--- config.mk ---
export PLATFORM = sky130hd
export DESIGN_NAME = multiplier_acc
export DESIGN_NICKNAME = d
export VERILOG_FILES = /design/src/rtl/mulacc_pkg.sv /design/src/rtl/multiplier_acc.sv
export SDC_FILE = /design/constraint.sdc
export NUM_CORES = 1
export LEC_CHECK = 0
export ABC_AREA = 1
export BUFFER_PORTS_ARGS = -buffer_cell sky130_fd_sc_hd__buf_2
export CAP_MARGIN = 20
export CORE_MARGIN = 4
export CORE_UTILIZATION = 45
export CTS_CLUSTER_SIZE = 16
export DETAILED_ROUTE_END_ITERATION = 10
export SLEW_MARGIN = 25
export SYNTH_ARGS = -nofsm -noshare
export SYNTH_HDL_FRONTEND = slang
export SYNTH_SLANG_ARGS = --single-unit
--- constraint.sdc ---
create_clock -name CLK_1ms -period 2.8 [get_ports CLK_1ms]
set_input_delay 0.56 -clock CLK_1ms [delete_from_list [all_inputs] [get_ports CLK_1ms]]
set_output_delay 0.56 -clock CLK_1ms [all_outputs]
set_load 0.005 [all_outputs]
--- src/rtl/mulacc_pkg.sv ---
// mulacc_pkg: shared constants and types for the multiplier_acc shift-add MAC unit.
//   - operand / result / counter widths
//   - final bit-count value
//   - FSM state encoding
package mulacc_pkg;

   localparam int unsigned OpW  = 8;   // operand width (A, B, C)
   localparam int unsigned ResW = 16;  // result width
   localparam int unsigned CntW = 3;   // bit counter width

   localparam logic [CntW-1:0] LastCnt = 3'd7;

   typedef enum logic {
      StIdle = 1'b0,
      StRun  = 1'b1
   } state_e;

endpackage

--- src/rtl/multiplier_acc.sv ---
// multiplier_acc: sequential shift-add multiply-accumulate, PRODUCT = A * B + C (unsigned).
// One multiplier bit is processed per clock; result after 8 run cycles.
//
// Ports:
//   CLK_1ms      in   system clock, rising edge
//   RST          in   asynchronous active-high reset
//   START        in   request, sampled only while idle
//   MULTIPLICAND in 8 operand A
//   MULTIPLIER   in 8 operand B
//   ADDEND       in 8 operand C
//   PRODUCT      out 16 result, held until next completion
//   BUSY         out  operation in progress
//   DONE         out  one-cycle completion pulse
//   ZF           out  PRODUCT == 0, updated with DONE
//   RERR         out  remainder-check flag
//
// Optional feature macro: MULACC_REMCHECK_EN
//   defined   : RERR flags operand sets with C >= A or A == 0 (not a valid division result)
//   undefined : RERR tied to 0
module multiplier_acc
   import mulacc_pkg::*;
(
   input  logic            CLK_1ms,
   input  logic            RST,
   input  logic            START,
   input  logic [OpW-1:0]  MULTIPLICAND,
   input  logic [OpW-1:0]  MULTIPLIER,
   input  logic [OpW-1:0]  ADDEND,
   output logic [ResW-1:0] PRODUCT,
   output logic            BUSY,
   output logic            DONE,
   output logic            ZF,
   output logic            RERR
);

   state_e             state_q, state_d;
   logic [OpW-1:0]     a_q, a_d;
   logic [OpW-1:0]     b_q, b_d;
   logic [CntW-1:0]    cnt_q, cnt_d;
   logic [ResW-1:0]    acc_q, acc_d;
   logic [ResW-1:0]    product_q, product_d;
   logic               busy_q, busy_d;
   logic               done_q, done_d;
   logic               zf_q, zf_d;

   logic [ResW-1:0]    partial;
   logic [ResW-1:0]    acc_sum;

`ifdef MULACC_REMCHECK_EN
   logic               chk_q, chk_d;
   logic               rerr_q, rerr_d;
`endif

   // Partial product: A shifted to the weight of the current multiplier bit.
   always_comb begin
      partial = '0;
      if (b_q[0]) begin
         partial = {{(ResW-OpW){1'b0}}, a_q} << cnt_q;
      end
      acc_sum = acc_q + partial;
   end

   always_comb begin
      state_d   = state_q;
      a_d       = a_q;
      b_d       = b_q;
      cnt_d     = cnt_q;
      acc_d     = acc_q;
      product_d = product_q;
      busy_d    = busy_q;
      zf_d      = zf_q;
      done_d    = 1'b0;
`ifdef MULACC_REMCHECK_EN
      chk_d     = chk_q;
      rerr_d    = rerr_q;
`endif
      unique case (state_q)
         StIdle: begin
            if (START) begin
               a_d     = MULTIPLICAND;
               b_d     = MULTIPLIER;
               acc_d   = {{(ResW-OpW){1'b0}}, ADDEND};
               cnt_d   = '0;
               busy_d  = 1'b1;
               state_d = StRun;
`ifdef MULACC_REMCHECK_EN
               chk_d   = (ADDEND >= MULTIPLICAND) || (MULTIPLICAND == '0);
`endif
            end
         end
         StRun: begin
            acc_d = acc_sum;
            b_d   = b_q >> 1;
            cnt_d = cnt_q + CntW'(1);
            if (cnt_q == LastCnt) begin
               product_d = acc_sum;
               zf_d      = (acc_sum == '0);
               done_d    = 1'b1;
               busy_d    = 1'b0;
               state_d   = StIdle;
`ifdef MULACC_REMCHECK_EN
               rerr_d    = chk_q;
`endif
            end
         end
         default: state_d = StIdle;
      endcase
   end

   always_ff @(posedge CLK_1ms or posedge RST) begin
      if (RST) begin
         state_q   <= StIdle;
         a_q       <= '0;
         b_q       <= '0;
         cnt_q     <= '0;
         acc_q     <= '0;
         product_q <= '0;
         busy_q    <= 1'b0;
         done_q    <= 1'b0;
         zf_q      <= 1'b0;
`ifdef MULACC_REMCHECK_EN
         chk_q     <= 1'b0;
         rerr_q    <= 1'b0;
`endif
      end else begin
         state_q   <= state_d;
         a_q       <= a_d;
         b_q       <= b_d;
         cnt_q     <= cnt_d;
         acc_q     <= acc_d;
         product_q <= product_d;
         busy_q    <= busy_d;
         done_q    <= done_d;
         zf_q      <= zf_d;
`ifdef MULACC_REMCHECK_EN
         chk_q     <= chk_d;
         rerr_q    <= rerr_d;
`endif
      end
   end

   assign PRODUCT = product_q;
   assign BUSY    = busy_q;
   assign DONE    = done_q;
   assign ZF      = zf_q;
`ifdef MULACC_REMCHECK_EN
   assign RERR    = rerr_q;
`else
   assign RERR    = 1'b0;
`endif

endmodule
== After elaboration in Yosys (flattened, before gate mapping) ==
Index checks and enable logic that the tools add are counted.

* Output and inout bits: 20
* Word-level logic and storage cells: 35
* Register bits: 55
* Input bits: 27

* Equal/unequal tests: 3
* $add $sub $neg: 2
* Muxes and demuxes: 15
* Shifts and indexed selects: 1
* Bitwise operators: 1
* Reductions and logical operators: 4

{| class="wikitable"
|+ Operators with widths
! kind !! count
|-
| two-way mux 16 bit || 2
|-
| one-hot mux 16 bit (2 select lines) || 1
|-
| adder 16 bit || 1
|-
| logical NOT 16 bit || 1
|-
| one-hot mux 8 bit (2 select lines) || 1
|-
| << shifter 8 x 3 -> 16 bit || 1
|-
| two-way mux 8 bit || 1
|-
| two-way mux 1 bit || 6
|-
| one-hot mux 3 bit (2 select lines) || 1
|-
| AND reduction 2 bit || 3
|-
| one-hot mux 1 bit (2 select lines) || 2
|-
| adder 3 x 1 -> 3 bit (second input constant) || 1
|-
| equality test 3 bit (second input constant) || 1
|-
| two-way mux 3 bit || 1
|-
| inequality test 2 x 1 -> 1 bit (second input constant) || 1
|-
| inequality test 2 bit (second input constant) || 1
|-
| NOT 1 bit || 1
|}

== Logic depth before layout (Yosys ltp) ==
Gate-level depths: netlist of run 1.

* Depth in word-level cells: 4
* Mapped depth: 21
* Mapped depth without buffers: 19

== Least setup slack after synthesis of run 1 ==
No wires, ideal clock.

* Kind: reg2reg
* From: register cnt_q[0]
* To: register zf_q, in the netlist ZF
* Data arrival time: 2.375 ns
* Slack: 0.307 ns
* Cell stages (with the launch flop): 21
* Data required time: 2.683 ns
* Path through: dfrtp_1 > clkbuf_1 > buf_2 > nor2_1 > nand2_1 > nor2_1 > ha_1 > inv_1 > fa_1 > inv_1 > nand2_1 > nand2_1 > nand3_1 > nand2_1 > nand3_1 > nand2_1 > nand2_1 > nand2_1 > nor2_1 > nand3_1 > nand2_1

* Cells in the longest elaborated chain, start to end: 4
* Elaborated cells on any way between the ends: 6
* Classes of those cells: 1 x add/sub; 1 x eq/ne; 1 x shift; 1 x mux; 2 x reduce/logical

{| class="wikitable"
|+ RTL lines
! item !! line !! RTL
|-
| start: declaration || multiplier_acc.sv:39 || <nowiki>logic [CntW-1:0] cnt_q, cnt_d;</nowiki>
|-
| start signal: assignment || multiplier_acc.sv:129 || <nowiki>cnt_q <= cnt_d;</nowiki>
|-
| << shifter 8 x 3 -> 16 bit || multiplier_acc.sv:58 || <nowiki>partial = {{(ResW-OpW){1'b0}}, a_q} << cnt_q;</nowiki>
|-
| two-way mux 16 bit || multiplier_acc.sv:57 || <nowiki>if (b_q[0]) begin</nowiki>
|-
| adder 16 bit || multiplier_acc.sv:60 || <nowiki>acc_sum = acc_q + partial;</nowiki>
|-
| logical NOT 16 bit || multiplier_acc.sv:97 || <nowiki>zf_d = (acc_sum == '0);</nowiki>
|-
| end signal: assignment || multiplier_acc.sv:134 || <nowiki>zf_q <= zf_d;</nowiki>
|-
| end: declaration || multiplier_acc.sv:44 || <nowiki>logic zf_q, zf_d;</nowiki>
|}

Several ways; a longest one is shown, not always the timed one.
A chain may end at the register's enable or synchronous reset.

== Worst setup path in the final report of run 1 ==
* From: register cnt_q[0]
* To: register product_q[13], in the netlist PRODUCT[13]

* Cells in the longest elaborated chain, start to end: 3
* Elaborated cells on any way between the ends: 5
* Classes of those cells: 1 x add/sub; 1 x eq/ne; 1 x shift; 1 x mux; 1 x reduce/logical

{| class="wikitable"
|+ RTL lines
! item !! line !! RTL
|-
| << shifter 8 x 3 -> 16 bit || multiplier_acc.sv:58 ||
|-
| two-way mux 16 bit || multiplier_acc.sv:57 ||
|-
| adder 16 bit || multiplier_acc.sv:60 ||
|-
| end signal: assignment || multiplier_acc.sv:131 || <nowiki>product_q <= product_d;</nowiki>
|-
| end: declaration || multiplier_acc.sv:41 || <nowiki>logic [ResW-1:0] product_q, product_d;</nowiki>
|}

Several ways; a longest one is shown, not always the timed one.

==> reports/metrics.csv, run 1 <==
metric,value,unit
Critical Path Start Type,flip-flop,
Worst setup EP type,flip-flop,
"EDFF count, synth",0,
CP Max Fanout,9,
VDD IR max,0.000579,V
row count,32,
average routed wire per standard cell,14.0,microns
relative slew slack,47.0,%
Final setup viols,0,
asr flop ratio synth,100,%
port bufs,45,
Final min period,2550,ps
die extent in x,96.8,microns
Clock Latency Late Sink,320,ps
status,"complete, no violations",
register area share after synthesis,38.8,%
FMAX,392,MHz
H-tree depth,2,
Worst path depth,16,
Synth top area share,38.8,%
layout cell share with drive strength beyond 1,21.8,%
most frequent CP cell,nand2_1,
Worst Tran Pin Value,794,ps
Worst Path Required,3040,ps
critical path's top delay family,simple AND/OR/NAND/NOR gates,
DRT antenna net count,0,
P&R area growth vs syn,15.9,%
Layout Utilization,53.5,%
crit path buf inv count,3,
Cells after Synth,497,
Initial Util,46.1,%
placed inst area,3910,sq um
clock slew at reported path FFs,110,ps
Area contributors post-synth,"dfrtp_1, nand2_1, inv_1, ha_1, o21ai_0",
DRC errors left,0,
Crit-path slowest cell,dfrtp_2,
CTS max path bufs,2,
syn nets,542,
antenna diode count,0,
cells along the critical path,"buf_6, nand2_1, o21ai_1, o21ai_1, o22ai_1, ha_1, nand2_1, nand2_1, inv_1, nand2_1, nand3_1, nand2_1, nand2_1, nand2_1, inv_1, o21ai_1",
First DRT Iteration DRCs,159,
Final #Nets,590,
core region area,7690,sq um
Fin Setup TNS,0,ps
first-pass GRT wire length,15.6,mm
Final Hold Fails,0,
Pins Over Slew Limit,0,
post-synth top area cell,dfrtp_1,
LEAKAGE,2.16,nW
router iterations before antenna repair,4,
min-delay worst type,primary input to asynchronous set/reset pin,
Tcrit/Tclk final,91.1,%
post-route cell area,4110,sq um
overall power,4.50,mW
num ports,47,
initial antenna violation count,0,
vias in the first global route,3265,
synth warn,0,
hold slack final,290,ps
"Primary FF master, synth",dfrtp_1,
register bit total from synthesis,55,
path depth of the worst reg2reg path,16,
WL final,9.06,mm
"top cells by count, synth","nand2_1, inv_1, dfrtp_1",
routed vias,3272,
critical path data arrival time,2790,ps
HPWL Detailed,7.26,mm
CTS tree,built,
final clock skew,11.5,ps
Die Height,96.8,microns
P per Cell Area,1100,nW/um^2
CTS Sinks,55,
cell area after synthesis,3550,sq um
clk root buf,clkbuf_8,
top-count cell post-synth,nand2_1,
"slowest stage delay, CP",460,ps
Crit Path Category,flip-flop to flip-flop,
placer congestion estimate,0.874,
GRT Residual Overflow,0,
Max Cap Viol,0,
DIE AREA,9360,sq um
TritonCTS buffer count,5,
post-synth cell types,34,
gr usage total,20.0,%
Mean Syn Cell Area,7.13,sq um
vias per cell,5.05,
largest net degree at the start of global routing,33,
-- repair_timing --
item / CTS / global route
setup buffers: 0 / 3
endpoints found under the setup margin: 1 / 17
resized for setup: 1 / 31
pin swaps: 0 / 4
hold buffers: 0 / 0
-- metrics by stage --
stage | instances | worst slack (ps)
detailed placement | 637 | 6.45
global route | 648 | -12.2
CTS | 645 | 15.1
floorplan | 497 | 307
finish | 648 | 249
global placement | 637 | 94.6
-- path summary, 6_finish.rpt --
kind,from,to,slack [ps]
worst max-delay path,cnt_q[0],PRODUCT[13],250
worst min-delay path,RST,acc_q[2],290
worst max register to register,cnt_q[0],PRODUCT[13],250
worst min register to register,PRODUCT[11],PRODUCT[11],490
max in group asynchronous,RST,PRODUCT[11],1950
min in group CLK_1ms,MULTIPLICAND[6],a_q[6],440
-- report_power, final --
part           switching, mW  total [mW]  internal [mW]
Clock                  0.277       0.548          0.271
Sequential             0.247        1.39           1.15
Combinational           1.61        2.56          0.950
Total                   2.13        4.50           2.37
-- placed cells by master, fill, tap and decap left out, drive strengths merged, types with 3 or more instances in the layout --
cell,instances
nand2,188
ha,17
nor2,31
a21oi,8
o21ai,40
nand3,33
o211ai,8
o22ai,8
a22oi,3
inv,69
buf,58
dfrtp,55
nand4,5
clkbuf,6
-- sequential cells by signal (all words and copies together), names as in the netlist --
signal / cells
acc_q: 16
a_q: 8
state_q: 1
ZF: 1
BUSY: 1
DONE: 1
PRODUCT: 16
cnt_q: 3
b_q: 8
-- layer usage --
layer | global-route usage [%] | part of all wire [%] | vias up
met2 | 36.3 | 51 | 76
met3 | 2.31 | 4.7 | 12
li1 | - | - | 1687
met1 | 25.2 | 42 | 1497
met4 | 5.18 | 1.8 | 0
met5 | 0 | 0 | -
-- cell families (layout without fill, tap and decap cells) --
kind of cell	after synthesis	count (layout)	share of synthesized area, %
simple gates	261	261	32.1
buf+inv	87	136	9.60
other cells	1	1	0.106
fa+ha+maj	18	18	6.56
xor+xnor	1	1	0.247
compound gates	71	71	11.7
mux	3	3	0.882
flops	55	55	38.8
-- layout make-up --
type,count,area (sq um)
Multi-Input combinational cell,355,1890
Sequential cell,55,1380
Tap cell,102,128
Clock inverter,2,38.8
Inverter,70,263
Clock buffer,6,72.6
Fill cell,801,3580
Timing Repair Buffer,58,339
Note: power is estimated with default switching activity, not from simulation.
==> run 2, diff against run 1 <==
CORE_MARGIN = not set   (was 4)
==> run 2 against run 1 <==
  * Fmax shrank 1.6%
  * Clock power is 17% lower
  * Utilization fell by 0.99 points
  * Sequential share of layout area rose by 0.63 points
  * Critical path depth down 1
  * Critical endpoint is now ZF
  * Global-route usage increased by 2.5 points
  * Clock-buffer cell count decreased by 1
  * Design area decreased by 1.9%
  * Final cell count grew 0.31%
  * Non-clock buffer count increased by 2
  * Via count is 0.98% lower
  * Wire length fell by 3.9%
==> reports/metrics.csv, run 2 (same netlist as run 1, synthesis figures left out) <==
metric,value,unit
antenna diode count,0,
fill count,810,
vias in the first global route,3173,
port bufs,45,
Final Non-Filler Cells,650,
first-pass GRT wire length,14.9,mm
row count,32,
Initial Util,46.1,%
Worst Setup SP,cnt_q[0],
TritonCTS buffer count,5,
RSZ-0062 raised after global routing,true,
Critical Path Start Type,flip-flop,
DIE AREA,8240,sq um
Worst setup EP type,flip-flop,
CTS Sinks,55,
H-tree depth,2,
core region area,7690,sq um
crit path buf inv count,1,
routed vias,3240,
WL final,8.71,mm
Final Hold Fails,0,
layout cell share with drive strength beyond 1,19.9,%
cells along the critical path,"buf_4, mux2_2, o21ai_1, o22ai_1, ha_2, nand2_2, nor2_1, nand2_1, nand2_1, nand2_1, nand2_1, nand3_1, nor2_2, nand3_1, nand2_1",
CTS tree,built,
Tcrit/Tclk final,92.6,%
Final #Nets,592,
num ports,47,
die extent in x,90.8,microns
initial antenna violation count,0,
CTS max path bufs,2,
critical path's top delay family,simple AND/OR/NAND/NOR gates,
Worst Tran Pin Value,800,ps
vias per cell,4.98,
overall power,4.31,mW
Pins Over Slew Limit,0,
DRT antenna net count,0,
First DRT Iteration DRCs,108,
average routed wire per standard cell,13.4,microns
final clock skew,8.75,ps
Worst Path Required,3060,ps
most frequent CP cell,nand2_1,
Crit-path slowest cell,dfrtp_2,
GR Layer Usage met3,2.86,%
"slowest stage delay, CP",410,ps
HPWL Detailed,6.89,mm
VDD IR max,0.000515,V
"Worst Setup Slack, final",206,ps
relative slew slack,46.6,%
critical path data arrival time,2850,ps
LEAKAGE,2.16,nW
Place WS,36.8,ps
met1 Resource Use GR,29.4,%
P&R area growth vs syn,13.7,%
min-delay worst type,primary input to asynchronous set/reset pin,
P per Cell Area,1070,nW/um^2
FF-to-FF setup slack,210,ps
hold_buf cts,0,
placed insts,638,
GRT Residual Overflow,0,
largest net degree at the start of global routing,33,
clk root buf,clkbuf_8,
Die Height,90.8,microns
Final setup viols,0,
status,"complete, no violations",
Max Cap Viol,0,
gr usage total,22.5,%
"commonest non-fill, non-tap cell in the layout",nand2_1,
hold slack final,284,ps
clock slew at reported path FFs,110,ps
DRC errors left,0,
gr busiest metal,met2,
FF-to-FF Start,cnt_q[0],
router iterations before antenna repair,6,
met2 GRT Util,39.2,%
FMAX,386,MHz
Final min period,2590,ps
CP Max Fanout,5,
Clock Latency Late Sink,310,ps
placer congestion estimate,0.886,
"leading cell types in the layout, fill and taps excluded","nand2_1, inv_1, dfrtp_1",
Crit Path Category,flip-flop to flip-flop,
run 2: cell count changes in the layout (fill, tap and decap cells not counted), moves of 2 or more:
cell      change
clkinv_2      +2
nor2_2        -2
nand2_1       +5
nor2_1        +2
nand2_2       -5
buf_4         +3
ha_1          +2
run 2: final timing paths:
kind | to | cells past startpoint
max | ZF | 15
min | DONE | 2
max reg2reg | ZF | 15
min reg2reg | PRODUCT[11] | 2
max in group asynchronous | cnt_q[0] | 3
min in group CLK_1ms | a_q[5] | 3
run 2: through the flow:
| step | utilization [%] | TNS, ps | area, sq um |
|---|---|---|---|
| after detailed placement | 50.8 | 0 | 3900 |
| after global routing | 52.5 | -16.8 | 4030 |
| after global placement | 50.8 | 0 | 3900 |
| after CTS | 51.9 | 0 | 3990 |
| after floorplan | - | 0 | 3550 |
| final | 52.5 | 0 | 4030 |
run 2: worst register-to-register path, delay by kind of cell (launching register included):
family / cells / cell delay (ps)
buf+inv: 1 / 120
flops: 1 / 410
simple gates: 10 / 980
fa+ha+maj: 1 / 410
compound gates: 2 / 280
mux: 1 / 350
run 2: cell type report:
type / instances / area, sq um / share of cell area [%]
clock buffer: 5 / 68.8 / 1.71
tap: 102 / 128 / 3.16
inverter: 70 / 263 / 6.52
clock inverter: 3 / 18.8 / 0.465
multi-input combinational: 355 / 1840 / 45.7
timing repair buffer: 60 / 335 / 8.32
sequential: 55 / 1380 / 34.2
run 2: report_power, final:
group / switching [mW] / leakage, nW / internal [mW]
Sequential: 0.229 / 0.698 / 1.15
Clock: 0.277 / 0.0483 / 0.177
Combinational: 1.56 / 1.41 / 0.924
Total: 2.07 / 2.16 / 2.25
run 2: repair_timing:
item | in CTS | in global routing
buffers inserted | 0 | 4
setup endpoints to repair | 0 | 14
gates resized for setup | 0 | 18
run 2: per-layer routing:
metal  routed length (microns)  vias up
li1                          -     1674
met1                      3960     1495
met2                      4300       60
met3                       297       11
met4                       148        0
met5                         0        -
